<file path="src/rtl/blk_arbiter.sv">
// Round-robin block arbiter: merges framed blocks from NCH channels into one 16-bit stream.
// Optional block timeout compiled in with `define BLK_ARBITER_TIMEOUT_EN.
module blk_arbiter #(
  parameter int NCH = 16
) (
  input  logic              clk,
  input  logic              reset,
  input  logic [NCH-1:0]    req,
  input  logic [16*NCH-1:0] din,
  output logic [NCH-1:0]    ack,
  input  logic              full,
  output logic [15:0]       dout,
  output logic              dvalid,
  output logic              dlast,
  output logic              err
);

  localparam int PW = (NCH > 1) ? $clog2(NCH) : 1;

  localparam logic [1:0] ST_IDLE = 2'd0;
  localparam logic [1:0] ST_HDR  = 2'd1;
  localparam logic [1:0] ST_BODY = 2'd2;
  localparam logic [1:0] ST_GAP  = 2'd3;

  logic [1:0]     state_q, state_d;
  logic [PW-1:0]  grant_q, grant_d;
  logic [PW-1:0]  ptr_q, ptr_d;
  logic [8:0]     rem_q, rem_d;
  logic [NCH-1:0] ack_q, ack_d;
  logic [15:0]    dout_q, dout_d;
  logic           dvalid_q, dvalid_d;
  logic           dlast_q, dlast_d;
  logic           err_q, err_d;
`ifdef BLK_ARBITER_TIMEOUT_EN
  logic [7:0]     to_cnt_q, to_cnt_d;
`endif

  logic [15:0]    word_s;
  logic           req_g_s;
  logic [NCH-1:0] grant_oh_s;
  logic           rr_found_s;
  logic [PW-1:0]  rr_idx_s;
  logic [PW:0]    rr_c_s;

  assign word_s     = din[{grant_q, 4'b0000} +: 16];
  assign req_g_s    = req[grant_q];
  assign grant_oh_s = NCH'(1) << grant_q;

  // First requesting channel at or after the priority pointer, wrapping at NCH.
  always_comb begin
    rr_found_s = 1'b0;
    rr_idx_s   = '0;
    rr_c_s     = '0;
    for (int i = 0; i < NCH; i++) begin
      rr_c_s = {1'b0, ptr_q} + (PW+1)'(i);
      if (rr_c_s >= (PW+1)'(NCH)) begin
        rr_c_s = rr_c_s - (PW+1)'(NCH);
      end else begin
        rr_c_s = rr_c_s;
      end
      if (!rr_found_s && req[rr_c_s[PW-1:0]]) begin
        rr_found_s = 1'b1;
        rr_idx_s   = rr_c_s[PW-1:0];
      end else begin
        rr_found_s = rr_found_s;
      end
    end
  end

  // Next-state logic: a non-zero ack_q marks the one-cycle gap before the next sample.
  always_comb begin
    state_d  = state_q;
    grant_d  = grant_q;
    ptr_d    = ptr_q;
    rem_d    = rem_q;
    ack_d    = '0;
    dout_d   = dout_q;
    dvalid_d = 1'b0;
    dlast_d  = 1'b0;
    err_d    = err_q;
    case (state_q)
      ST_IDLE: begin
        if (rr_found_s && (ack_q == '0)) begin
          grant_d = rr_idx_s;
          ptr_d   = (rr_idx_s == PW'(NCH-1)) ? '0 : rr_idx_s + PW'(1);
          state_d = ST_HDR;
        end else begin
          state_d = ST_IDLE;
        end
      end
      ST_HDR: begin
        if (!req_g_s) begin
          state_d = ST_IDLE;
        end else if (!full) begin
          ack_d = grant_oh_s;
          if (!word_s[15]) begin
            err_d   = 1'b1;
            state_d = ST_IDLE;
          end else begin
            // remaining = total - 1: L for a trigger header, L+1 for a master header
            rem_d    = {1'b0, word_s[7:0]} + {8'd0, word_s[14]};
            dout_d   = word_s;
            dvalid_d = 1'b1;
            if ((word_s[7:0] == 8'd0) && !word_s[14]) begin
              dlast_d = 1'b1;
              state_d = ST_IDLE;
            end else begin
              state_d = ST_GAP;
            end
          end
        end else begin
          state_d = ST_HDR;
        end
      end
      ST_GAP: begin
        state_d = ST_BODY;
      end
      ST_BODY: begin
        if (req_g_s && !full) begin
          ack_d    = grant_oh_s;
          dout_d   = word_s;
          dvalid_d = 1'b1;
          rem_d    = rem_q - 9'd1;
          if (rem_q == 9'd1) begin
            dlast_d = 1'b1;
            state_d = ST_IDLE;
          end else begin
            state_d = ST_GAP;
          end
        end else begin
          state_d = ST_BODY;
        end
      end
      default: begin
        state_d = ST_IDLE;
      end
    endcase
`ifdef BLK_ARBITER_TIMEOUT_EN
    to_cnt_d = 8'd0;
    if (((state_q == ST_GAP) || (state_q == ST_BODY)) && !req_g_s) begin
      if (to_cnt_q == 8'hFF) begin
        ack_d    = '0;
        dout_d   = 16'h0000;
        dvalid_d = 1'b1;
        dlast_d  = 1'b1;
        err_d    = 1'b1;
        state_d  = ST_IDLE;
      end else begin
        to_cnt_d = to_cnt_q + 8'd1;
      end
    end else begin
      to_cnt_d = 8'd0;
    end
`endif
  end

  // State and output registers.
  always_ff @(posedge clk or posedge reset) begin
    if (reset) begin
      state_q  <= ST_IDLE;
      grant_q  <= '0;
      ptr_q    <= '0;
      rem_q    <= 9'd0;
      ack_q    <= '0;
      dout_q   <= 16'h0000;
      dvalid_q <= 1'b0;
      dlast_q  <= 1'b0;
      err_q    <= 1'b0;
`ifdef BLK_ARBITER_TIMEOUT_EN
      to_cnt_q <= 8'd0;
`endif
    end else begin
      state_q  <= state_d;
      grant_q  <= grant_d;
      ptr_q    <= ptr_d;
      rem_q    <= rem_d;
      ack_q    <= ack_d;
      dout_q   <= dout_d;
      dvalid_q <= dvalid_d;
      dlast_q  <= dlast_d;
      err_q    <= err_d;
`ifdef BLK_ARBITER_TIMEOUT_EN
      to_cnt_q <= to_cnt_d;
`endif
    end
  end

  assign ack    = ack_q;
  assign dout   = dout_q;
  assign dvalid = dvalid_q;
  assign dlast  = dlast_q;
  assign err    = err_q;

endmodule

</file>
<file path="config.mk">
export PLATFORM = sky130hd
export DESIGN_NAME = blk_arbiter
export DESIGN_NICKNAME = d
export VERILOG_FILES = /design/src/rtl/blk_arbiter.sv
export SDC_FILE = /design/constraint.sdc
export NUM_CORES = 1
export LEC_CHECK = 0
export ABC_AREA = 1
export BUFFER_PORTS_ARGS = -buffer_cell sky130_fd_sc_hd__buf_2
export CAP_MARGIN = 20
export CORE_MARGIN = 2
export CORE_UTILIZATION = 45
export DETAILED_ROUTE_END_ITERATION = 12
export PLACE_DENSITY_LB_ADDON = 0.1
export SLEW_MARGIN = 5
export SYNTH_ARGS = -nofsm -noshare
export SYNTH_HDL_FRONTEND = slang
export SYNTH_SLANG_ARGS = --single-unit
</file>
<file path="constraint.sdc">
create_clock -name clk -period 10 [get_ports clk]
set_input_delay 0.5 -clock clk [delete_from_list [all_inputs] [get_ports clk]]
set_output_delay 0.5 -clock clk [all_outputs]
set_load 0.03 [all_outputs]
</file>
After elaboration in Yosys (flattened, before gate mapping)
Index checks and enable logic that the tools add are counted.
Cells by class
  $add $sub $neg: 34
  reduce and logical (&&, ||, !) cells: 42
  magnitude comparators: 33
  bitwise logic cells: 2
  shift operators: 2
  muxes and demuxes: 117
  eq/ne operators: 9
Operator list (count)
  $shiftx A256 B9 Y16: 1
  $mux W4: 33
  $mux W16: 7
  $lt A4 B5 Y1 const B: 17
  $ge A5 B5 Y1 const B: 15
  $bmux W1 S4: 17
  $pmux W16 S2: 2
  $sub A4 B1 Y4 const B: 16
  $mux W1: 44
  $add A4 B4 Y5 const B: 8
  $mux W9: 4
  $add A4 B3 Y5 const B: 4
  $logic_and A1 B1 Y1: 18
  $pmux W9 S2: 1
  $logic_not A1 Y1: 17
  $logic_not A16 Y1: 1
  $shl A1 B4 Y16 const A: 1
  $mux W2: 6
  $add A4 B2 Y5 const B: 2
  $add A8 B1 Y9: 1
  $eq A9 B1 Y1 const B: 1
  $sub A9 B1 Y9 const B: 1
  $logic_not A8 Y1: 1
  $ne A2 B2 Y1 const B: 4
  14 further kinds: 17
Storage, ports and cells
  output and inout bits: 35
  bits of input ports: 275
  bits in registers: 54

Longest topological paths before layout
Gate-level depths: netlist of run 1.
  word-level depth: 53
  gate-level depth with buffers: 30

Worst setup path before layout of run 1
No wires, ideal clock.
  path kind: flip-flop to flip-flop
  from: register ptr_q[1]
  to: register ptr_q[0]
  path buffers: 2
  stages on the path, launching flop included: 30
  library setup time: 0.116 ns
  data arrival time: 3.477 ns
  clock period less this slack: 3.593 ns
  data required time: 9.884 ns
  path slack: 6.407 ns
  cells stage by stage: dfrtp_1 -> inv_1 -> buf_2 -> ha_1 -> inv_1 -> buf_2 -> nand3_1 -> nand3_1 -> nand2_1 -> nand2_1 -> nand2_2 -> nor2_4 -> nand4_2 -> nor2_4 -> nand4_4 -> nor2_4 -> nand3_4 -> nor2_4 -> nand2_2 -> nor2_4 -> nand2_2 -> nand2_1 -> nand2_1 -> nand2_2 -> ha_1 -> nand2_1 -> nand2_1 -> nand2_1 -> nand2_1 -> nand2_1
Between the ends
  cells in the longest elaborated chain, start to end: 52
  elaborated cells between the ends (all ways): 162
  classes of those cells: 32 x add/sub; 16 x order compare; 1 x eq/ne; 81 x mux; 32 x reduce/logical
RTL lines
  start, declared: RTL line 27  | logic [PW-1:0] ptr_q, ptr_d;
  start signal, assigned: RTL line 175  | ptr_q <= ptr_d;
  branches (longest 49 deep; another with $add A4 B1 Y5)
  $mux W4 (*): RTL line 61  | if (!rr_found_s && req[rr_c_s[PW-1:0]]) begin
  via rr_idx_s[0]: RTL line 42  | logic [PW-1:0] rr_idx_s;
  $add A4 B1 Y4 or $eq A4 B4 Y1 (tied branches): RTL line 85  | ptr_d = (rr_idx_s == PW'(NCH-1)) ? '0 : rr_idx_s + PW'(1);
  $mux W4 (*): RTL line 85
Mark *: on every way through the listed nets, which the timed path passes. The select of a mux whose other input is x is not followed.
A chain may end at the register's enable or synchronous reset.

Final worst setup path of run 1
  from: register ptr_q[1]
  to: register ptr_q[3]
The elaborated chain is that of the path after synthesis.

==> summary.md, run 1 <==
| Metric | Value |
|---|---|
| WL final | 26220 µm |
| TritonCTS clock tree | done |
| Leading post-synthesis cells by cell area | dfrtp_1 (22%), nand2_1 (16%), nand3_1 (14%) |
| Setup total negative slack | 0 ns |
| Number of buffers added on ports | 309 |
| RR Endpoint | ptr_q[3]$_DFFE_PP0P_ |
| Minimum clock period | 4.803 ns |
| Initial Utilization | 0.4609 |
| Die area | 14510 µm² |
| Logic gate share of total power | 0.821 |
| CP required | 10.18 ns |
| Placer Congestion | 0.9527 |
| Final ANT Viol Nets | 0 |
| Pint | 1.174 mW |
| Largest net degree at the start of global routing | 55 |
| Fraction of registers with async set/reset | 1.000 |
| Crit path max-delay cell type | dfrtp_1 |
| Initial DRC count | 866 |
| Final Hold Fails | 0 |
| Adder-cell share of the synthesized area | 0.03485 |
| Area leader, netlist | dfrtp_1 |
| Die W | 120.5 µm |
| Largest family of logic cells by synthesized area | simple AND/OR/NAND/NOR gates |
| H-tree depth | 2 |
| Sw frac | 0.6197 |
| Worst Hold Class | input port to async pin |
| Netlist cell types | 38 |
| Via Count | 8160 |
| # IOs | 310 |
| Critical R2R Launch | ptr_q[1]$_DFFE_PP0P_ |
| Final Util | 0.5941 |
| Most numerous cell in the Yosys netlist | nand2_1 |
| Max-cap check violation count | 0 |
| Antenna violations before repair | 1 |
| Final period utilization | 0.4803 |
| Wire per inst | 18.33 µm |
| R2R Setup Slk | 5.20 ns |
| Cts hold-fix bufs | 0 |
| Post-Synth XOR/XNOR Area | 0.01292 |
| Worst Tran Pin Value | 0.8416 ns |
| Status | completed |
| YS warnings | 0 |
| Finish-stage setup viols | 0 |
| Reg clk slew, reported paths | 0.07 ns |
| DRT Pass-1 Iters | 6 |
| WP data arrival | 4.99 ns |
| Type of origin of the critical path | flip-flop |
| Detailed-route DRC error count | 0 |
| Max Fclk | 208.2 MHz |
| R2r worst-path depth | 25 |
| Most used cell, CP | nand2_1 |
| Area growth syn-to-layout | 28.91% |
| Leakage | 4.104 nW |
| Pwr Density | 392.4 nW/µm² |
| Sequential Power Share | 0.124 |
| Skew final | 0.008460 ns |
| Share of layout cells above drive strength 1 | 0.2849 |
| Slew Viols, Final | 0 |
| First-pass GRT wire length | 39920 µm |
| Root buf cell | clkbuf_16 |
| Seq/Total Area, Yosys | 0.2214 |
| Skew-Pair Late Insertion Delay | 0.30 ns |
| GRT Util Overall | 0.3523 |
| Mapped Area | 6103 µm² |
| Setup Crit Path Kind | flip-flop to flip-flop |
| Most frequent cells after synthesis | nand2_1 (263), nand3_1 (165), a22oi_1 (105), inv_1 (79), nor2_1 (67) |
| Gates resized, CTS repair | 0 |
| Clk sinks | 54 |
| Synth Area in Compound Gates | 0.2304 |
| Clock power frac | 0.055 |
| Post-CTS Setup Inserts | 0 |
| TritonCTS Buffers | 5 |
| Worst-path maximum fanout | 18 |
| Syn Nets | 1277 |
| Largest vdd supply drop | 0.1437 mV |
| Post-synthesis mux area share | 0 |
| Crit path largest cell delay | 0.67 ns |
| Row count | 42 |
| CTS max path bufs | 2 |
| Total gr overflow | 0 |
| Core region area | 13240 µm² |
| Number of synthesized register bits | 54 |
| Slew HR | 0.4330 |
| EDFF count, synth | 0 |
| Number of global-route vias before repair | 7460 |
| Chip height | 120.5 µm |
| Simple-Gate Fraction of Synth Area | 0.4102 |
| Net switching power | 1.913 mW |
| Hold WS | 0.3866 ns |
| CP endpoint kind | flip-flop |
| RSZ-0062 raised after global routing | false |
| Overall power | 3.087 mW |
| Vias per cell | 5.706 |
| Post-Syn Instances | 985 |
| Ys flop type | dfrtp_1 |
| Final nets | 1545 |
| Post-DP HPWL | 20990 µm |
| Synth top area share | 0.2214 |
| Avg Inst Size Synth | 6.196 µm² |
==> power by group through the flow <==
stage | Combinational, mW | Clock (mW) | Sequential (mW)
after floorplan | 1.82 | 0 | 0.418
after global placement | 2.48 | 0 | 0.382
after detailed placement | 2.49 | 0 | 0.385
after CTS | 2.50 | 0.171 | 0.381
after global routing | 2.83 | 0.180 | 0.393
final | 2.54 | 0.168 | 0.383
==> cell usage in the layout (no fill, tap or decap), drive strengths merged <==
master   netlist  routed
nor4           5       5
xor2           7       7
a22oi        105     105
nand4         28      28
nand3        169     169
nand2        269     269
o2111ai        1       1
o22ai          6       6
o221ai         1       1
a31oi         20      20
ha            17      17
buf           19     319
nor3          11      11
clkbuf        39       7
nor2          72      72
o32ai          1       1
o21ai         41      41
o21bai         2       2
o211ai        10      10
a31o           2       2
a21oi         18      18
diode          0       1
inv           83      83
o21a           3       3
dfrtp         54      54
xnor2          2       2
==> worst max-delay path by stage <==
| stage | slack (ns) | endpoint | start |
|---|---|---|---|
| after floorplan | 6.41 | ptr_q[0]$_DFFE_PP0P_ | ptr_q[1]$_DFFE_PP0P_ |
| after global placement | 5.42 | ptr_q[3]$_DFFE_PP0P_ | ptr_q[1]$_DFFE_PP0P_ |
| after global routing | 4.69 | ptr_q[0]$_DFFE_PP0P_ | ptr_q[0]$_DFFE_PP0P_ |
| final | 5.20 | ptr_q[3]$_DFFE_PP0P_ | ptr_q[1]$_DFFE_PP0P_ |
| after CTS | 5.28 | ptr_q[3]$_DFFE_PP0P_ | ptr_q[0]$_DFFE_PP0P_ |
| after detailed placement | 5.31 | ptr_q[3]$_DFFE_PP0P_ | ptr_q[0]$_DFFE_PP0P_ |
==> state kept, by name (all words and copies together), names as in the netlist <==
signal   count
rem_q        9
grant_q      4
ack         16
dlast        1
state_q      2
ptr_q        4
dout        16
dvalid       1
err          1
==> cells by family after synthesis <==
kind of cell             Yosys count
buffers and inverters            141
flip-flops                        54
XOR/XNOR                           9
adder cells (fa/ha/maj)           17
AND/OR/NAND/NOR                  554
AO/OA/AOI/OAI                    210
==> stage by stage <==
stage,std cells,setup WS [ns],area [µm²]
3_5_place_dp,1422,5.308,7732
6_report,1430,5.197,7868
2_1_floorplan,985,6.407,6103
3_3_place_gp,1422,5.419,7732
4_1_cts,1429,5.283,7865
5_1_grt,1429,4.689,7865
==> worst max-delay path, delay by kind of cell (launching register included) <==
family	cells	cell delay (ns)
buffers and inverters	3	0.90
and+or+nand+nor	20	2.27
DFF	1	0.67
adders and majority gates	2	0.80
==> cell type report <==
| cell class | instances | area [µm²] |
|---|---|---|
| fillers | 1389 | 5375 |
| repair buffers | 319 | 1622 |
| diodes | 1 | 2.502 |
| well taps | 176 | 220.2 |
| flip-flops and latches | 54 | 1351 |
| clock buffers | 7 | 132.6 |
| inverters | 83 | 311.5 |
| multi-input cells | 790 | 4228 |
==> routing by layer <==
layer | track usage | routed length (µm) | vias to the layer above
met2 | 0.5403 | 11720 | 407
li1 | - | - | 3982
met1 | 0.4942 | 11360 | 3722
met5 | 0 | 13 | -
met4 | 0.08576 | 632 | 2
met3 | 0.09292 | 2489 | 47
(Power assumes the default switching activity.)
==> run 2, diff against run 1 <==
Settings changed: ABC_AREA 1 to 0.
Clock period 10 ns to 4.2 ns, I/O delays scaled along.
==> run 2 against run 1 <==
Sequential share of layout area decreased by 2.7 points. Core utilization increased by 1.9 points. Critical path depth decreased by 12. Clock power increased to 3.0 times the previous value. Synthesized area increased by 16%. Flip-flop and latch count unchanged. Hold slack got worse by 0.38 ns. Fmax increased by 20%. Critical path type unchanged. Critical endpoint is now ptr_q[0]$_DFFE_PP0P_. Largest power group unchanged.
==> summary.md, run 2 <==
| Metric | Value |
|---|---|
| Synth top area share | 0.3266 |
| Worst setup slack after layout | 0.1854 ns |
| Placed inst area | 9094 µm² |
| R2R Setup Slk | 0.19 ns |
| Cell Chain, Critical Path | buf_4 -> ha_1 -> xnor2_2 -> mux2_2 -> mux2i_1 -> nand3_1 -> or3_4 -> or3b_4 -> o41ai_4 -> a2111oi_2 -> nor3_4 -> a31oi_1 -> mux2_4 |
| Fillers | 1348 |
| Fraction of registers with async set/reset | 1.000 |
| Worst-path maximum fanout | 8 |
| Root buf cell | clkbuf_16 |
| Skew final | 0.006162 ns |
| Largest vdd supply drop | 0.4200 mV |
| Initial Utilization | 0.4637 |
| Antenna violations before repair | 24 |
| Most numerous cell in the Yosys netlist | mux4_2 |
| CP endpoint kind | flip-flop |
| Final cell count without fillers | 1190 |
| Total gr overflow | 0 |
| Largest delay contributor family on the critical path | simple AND/OR/NAND/NOR gates |
| Ys flop type | dfrtp_1 |
| Seq/Total Area, Yosys | 0.1903 |
| Final Hold Fails | 0 |
| Critical R2R Launch | ptr_q[1]$_DFFE_PP0P_ |
| GRT Util Overall | 0.3712 |
| # IOs | 310 |
| Most common cell after layout, fill and taps aside | buf_2 |
| Most frequent cells after synthesis | mux4_2 (103), dfrtp_1 (54), mux2_2 (40), nand2_1 (38), nor2_1 (37) |
| Die area | 16800 µm² |
| CP Depth | 13 |
| Crit path max-delay cell type | or3_4 |
| CP Capture Point | ptr_q[0]$_DFFE_PP0P_ |
| Share of layout cells above drive strength 1 | 0.5648 |
| Detailed-route DRC error count | 0 |
| First-pass GRT wire length | 45350 µm |
| Pwr Density | 1052 nW/µm² |
| Worst Tran Pin Value | 0.7777 ns |
| Setup crit start | ptr_q[1]$_DFFE_PP0P_ |
| Status | completed |
| Row count | 45 |
| CP required | 4.38 ns |
| WL final | 31760 µm |
| Finish-stage setup viols | 0 |
| Slew Viols, Final | 0 |
| Final nets | 1256 |
| Die W | 129.6 µm |
| Worst Hold Class | input port to async pin |
| Number of global-route vias before repair | 7377 |
| R2r worst-path depth | 13 |
| CTS max path bufs | 2 |
| Slew HR | 0.4778 |
| Final period utilization | 0.9559 |
| Largest net degree at the start of global routing | 38 |
| RR Endpoint | ptr_q[0]$_DFFE_PP0P_ |
| Leakage | 4.138 nW |
| Netlist cell types | 75 |
| Post-DP HPWL | 26750 µm |
| RSZ-0062 raised after global routing | false |
| Setup Crit Path Kind | flip-flop to flip-flop |
| YS warnings | 0 |
| Setup total negative slack | 0 ns |
| Max-cap check violation count | 0 |
| Type of origin of the critical path | flip-flop |
| Post-Syn Instances | 652 |
| Final instance area | 9395 µm² |
| Final ANT Viol Nets | 0 |
| Number of synthesized register bits | 54 |
| Hold WS | 0.005601 ns |
| TritonCTS Buffers | 5 |
| Wire per inst | 26.69 µm |
| Crit path largest cell delay | 0.45 ns |
| Chip height | 129.6 µm |
| Leading post-synthesis cells by cell area | mux4_2 (33%), dfrtp_1 (19%), mux2_2 (6.3%) |
| Initial DRC count | 825 |
| Max Fclk | 249.1 MHz |
| Number of buffers added on ports | 309 |
| Area leader, netlist | mux4_2 |
| Reg clk slew, reported paths | 0.07 ns |
| Via Count | 7629 |
| Syn Nets | 944 |
| EDFF count, synth | 0 |
| Core region area | 15310 µm² |
| WP data arrival | 4.19 ns |
| Skew-Pair Late Insertion Delay | 0.30 ns |
| Clk sinks | 54 |
| Buf/Inv on CP | 1 |
| TritonCTS clock tree | done |
| Placed Instances | 1167 |
| H-tree depth | 2 |
| Mapped Area | 7102 µm² |
| Most frequent cells in the layout | buf_2 (309), mux4_2 (103), dfrtp_1 (50) |
| Place WS | 0.08571 ns |
| Placer Congestion | 1.027 |
| Cts hold-fix bufs | 0 |
| DRT Pass-1 Iters | 7 |
| Area growth syn-to-layout | 32.29% |
| Avg Inst Size Synth | 10.89 µm² |
| Minimum clock period | 4.015 ns |
| Vias per cell | 6.411 |
## run 2: report_power, final
group | total (mW) | switching (mW) | internal (mW)
Clock | 0.497 | 0.197 | 0.300
Combinational | 8.30 | 4.57 | 3.72
Sequential | 1.09 | 0.381 | 0.712
## run 2: area by class of cell
type / count / area (µm²) / share of cell area
Clock inverter: 2 / 38.79 / 0.004128
Multi-Input combinational cell: 529 / 5555 / 0.5913
Sequential cell: 54 / 1359 / 0.1446
Timing Repair Buffer: 355 / 1933 / 0.2058
Inverter: 19 / 71.32 / 0.007591
Antenna cell: 14 / 35.03 / 0.003729
Clock buffer: 6 / 138.9 / 0.01478
Tap cell: 211 / 264.0 / 0.02810
## run 2: worst min path at each step
| stage | to | slack (ns) | cells after the start |
|---|---|---|---|
| global route | dout[10]$_DFFE_PP0P_ | 0.06 | 2 |
| CTS | dout[10]$_DFFE_PP0P_ | 0.02 | 2 |
| floorplan | err$_DFFE_PP0P_ | 0.45 | 2 |
| detailed placement | dout[10]$_DFFE_PP0P_ | 0.34 | 2 |
| global placement | dout[10]$_DFFE_PP0P_ | 0.32 | 2 |
| finish | dout[2]$_DFFE_PP0P_ | 0.006 | 2 |
## run 2: metrics by stage
step / power (mW) / util
finish: 9.885 / 0.6135
global route: 10.52 / 0.6135
CTS: 9.555 / 0.6054
detailed placement: 9.018 / 0.5938
global placement: 9.023 / 0.5938
floorplan: 6.638 / -
## run 2: logic make-up (layout without fill, tap and decap cells)
kind of cell | Yosys count | after routing | synth area share
simple gates | 190 | 190 | 0.1434
mux | 182 | 182 | 0.4517
compound gates | 120 | 120 | 0.1168
buf+inv | 69 | 382 | 0.04316
flops | 54 | 54 | 0.1903
xor+xnor | 20 | 20 | 0.02467
fa+ha+maj | 17 | 17 | 0.02995
other cells | 0 | 14 | 0
## run 2: metal layers
metal,up-vias,GRT usage,part of all wire
met2,528,0.5534,0.46
met4,8,0.1708,0.050
met3,84,0.09372,0.11
met1,3734,0.5115,0.39
li1,3275,-,-
met5,-,0,0.0018
## run 2: what timing repair did
item                                    in CTS  in global routing
endpoints found under the setup margin       0                  7
buffers inserted                             0                  1
gates resized for setup                      0                 13
==> run 3, diff against run 2 <==
Settings changed: MAX_ROUTING_LAYER set to met4.
==> run 3 against run 2 <==
Final cell count grew 1.8%. Non-clock buffer count grew 17. Die area is the same. Count of clock-buffer cells in the layout is the same. Core utilization grew 1.0 points. Hold slack gained 0.088 ns. Fmax grew 0.74%. Largest power group unchanged. Highest routed layer is now met4.
==> summary.md, run 3 (same netlist as run 2, synthesis figures left out) <==
| Metric | Value |
|---|---|
| Number of buffers added on ports | 309 |
| Worst-path maximum fanout | 11 |
| Post-DP HPWL | 26730 µm |
| Max-cap check violation count | 0 |
| Skew-Pair Late Insertion Delay | 0.29 ns |
| H-tree depth | 2 |
| Area growth syn-to-layout | 34.55% |
| Chip height | 129.6 µm |
| Worst Hold Class | input port to async pin |
| Skew final | 0.005909 ns |
| Largest vdd supply drop | 0.6453 mV |
| # IOs | 310 |
| Max Fclk | 250.9 MHz |
| Placed inst area | 9126 µm² |
| CP required | 4.42 ns |
| Hold WS | 0.09325 ns |
| Leakage | 4.198 nW |
| Via Count | 7692 |
| R2R Setup Slk | 0.21 ns |
| TritonCTS clock tree | done |
| Die area | 16800 µm² |
| Vias per cell | 6.352 |
| Wire per inst | 26.48 µm |
| Placer Congestion | 1.079 |
| Minimum clock period | 3.985 ns |
| RSZ-0062 raised after global routing | false |
| Clk sinks | 54 |
| WL final | 32070 µm |
| Final nets | 1273 |
| Final cell count without fillers | 1211 |
| Total gr overflow | 0 |
| Most used cell, CP | o211ai_1 |
| Pwr Density | 1067 nW/µm² |
| Slew Viols, Final | 0 |
| First-pass GRT wire length | 44930 µm |
| WP data arrival | 4.20 ns |
| Cell Chain, Critical Path | inv_2 -> ha_2 -> xor2_4 -> mux4_2 -> mux2_2 -> nor2_1 -> o211ai_1 -> a311o_1 -> o211ai_1 -> a22oi_1 -> or2_1 -> ha_1 -> o21ai_0 -> mux2i_1 -> a21oi_1 |
| Critical R2R Launch | ptr_q[0]$_DFFE_PP0P_ |
| Worst Tran Pin Value | 0.7049 ns |
| Final ANT Viol Nets | 0 |
| Setup Crit Path Kind | flip-flop to flip-flop |
| Overall power | 10.20 mW |
| R2r worst-path depth | 15 |
| Worst setup slack after layout | 0.2147 ns |
| Finish-stage setup viols | 0 |
| Row count | 45 |
| CTS max path bufs | 2 |
| Status | completed |
| Number of global-route vias before repair | 7286 |
| Reg clk slew, reported paths | 0.07 ns |
| Root buf cell | clkbuf_16 |
| Antenna violations before repair | 22 |
| Place WS | 0.04280 ns |
| Detailed-route DRC error count | 0 |
| CP endpoint kind | flip-flop |
| Most frequent cells in the layout | buf_2 (309), mux4_2 (103), buf_4 (57) |
| Initial DRC count | 972 |
| Setup crit start | ptr_q[0]$_DFFE_PP0P_ |
| Crit path max-delay cell type | mux4_2 |
| Core region area | 15310 µm² |
| Die W | 129.6 µm |
| Share of layout cells above drive strength 1 | 0.5794 |
| Final Hold Fails | 0 |
| Largest net degree at the start of global routing | 66 |
| Fillers | 1315 |
| Slew HR | 0.5267 |
| Most common cell after layout, fill and taps aside | buf_2 |
| Crit path largest cell delay | 0.60 ns |
| Placed Instances | 1173 |
| TritonCTS Buffers | 5 |
| Final period utilization | 0.9489 |
| DRT Pass-1 Iters | 5 |
| GRT Util Overall | 0.3789 |
| Type of origin of the critical path | flip-flop |
| Final instance area | 9555 µm² |
| RR Endpoint | ptr_q[3]$_DFFE_PP0P_ |
| Initial Utilization | 0.4637 |
| Cts hold-fix bufs | 0 |
run 3: changes by cell type in the layout (fill, tap and decap cells not counted), moves of 2 or more:
cell     delta
buf_8       +3
ha_2        +2
mux2i_2     +2
mux2i_1     -2
diode_2     +4
buf_4      +15
run 3: per-layer routing:
| layer | vias up | global-route usage | routed length (µm) |
|---|---|---|---|
| li1 | 3310 | - | - |
| met1 | 3818 | 0.4988 | 12390 |
| met2 | 493 | 0.5568 | 14650 |
| met3 | 71 | 0.09125 | 3253 |
| met4 | 0 | 0.1714 | 1774 |
| met5 | - | - | 0 |
run 3: stage by stage:
step	utilization	setup TNS, ns
floorplan	-	-0.003066
global placement	0.5959	0
detailed placement	0.5959	0
CTS	0.6075	0
global route	0.6238	0
finish	0.6239	0
run 3: worst max-delay path by stage:
stage	to	depth (start not counted)
6_report	ptr_q[3]$_DFFE_PP0P_	15
5_1_grt	ptr_q[3]$_DFFE_PP0P_	15
4_1_cts	ptr_q[0]$_DFFE_PP0P_	13
3_5_place_dp	ptr_q[0]$_DFFE_PP0P_	13
3_3_place_gp	ptr_q[3]$_DFFE_PP0P_	15
2_1_floorplan	ptr_q[3]$_DFFE_PP0P_	19
run 3: timing repair:
action                                  CTS  global route
endpoints found under the setup margin    0             4
buffers inserted                          0            11
gates resized for setup                   0            24
endpoints found under the hold margin     0             0
run 3: area by class of cell:
class                      count  area [µm²]  area share
inverter                      19       71.32    0.007464
tap                          211       264.0     0.02763
multi-input combinational    529        5567      0.5826
timing repair buffer         372        2071      0.2167
sequential                    54        1360      0.1423
clock inverter                 2       38.79    0.004059
antenna                       18       45.04    0.004714
clock buffer                   6       138.9     0.01453
run 3: critical path, delay by kind of cell (launching register included):
| kind | cells | cell delay, ns |
|---|---|---|
| AO/OA/AOI/OAI | 6 | 1.08 |
| flip-flops | 1 | 0.47 |
| multiplexers | 3 | 1.10 |
| adder cells (fa/ha/maj) | 2 | 0.50 |
| XOR/XNOR | 1 | 0.24 |
| buffers and inverters | 1 | 0.08 |
| AND/OR/NAND/NOR | 2 | 0.45 |
run 3: report_power, final:
group / switching [mW] / internal (mW) / leakage, nW
Combinational: 4.75 / 3.94 / 3.43
Sequential: 0.298 / 0.715 / 0.678
Clock: 0.190 / 0.300 / 0.0876
Total: 5.24 / 4.96 / 4.20
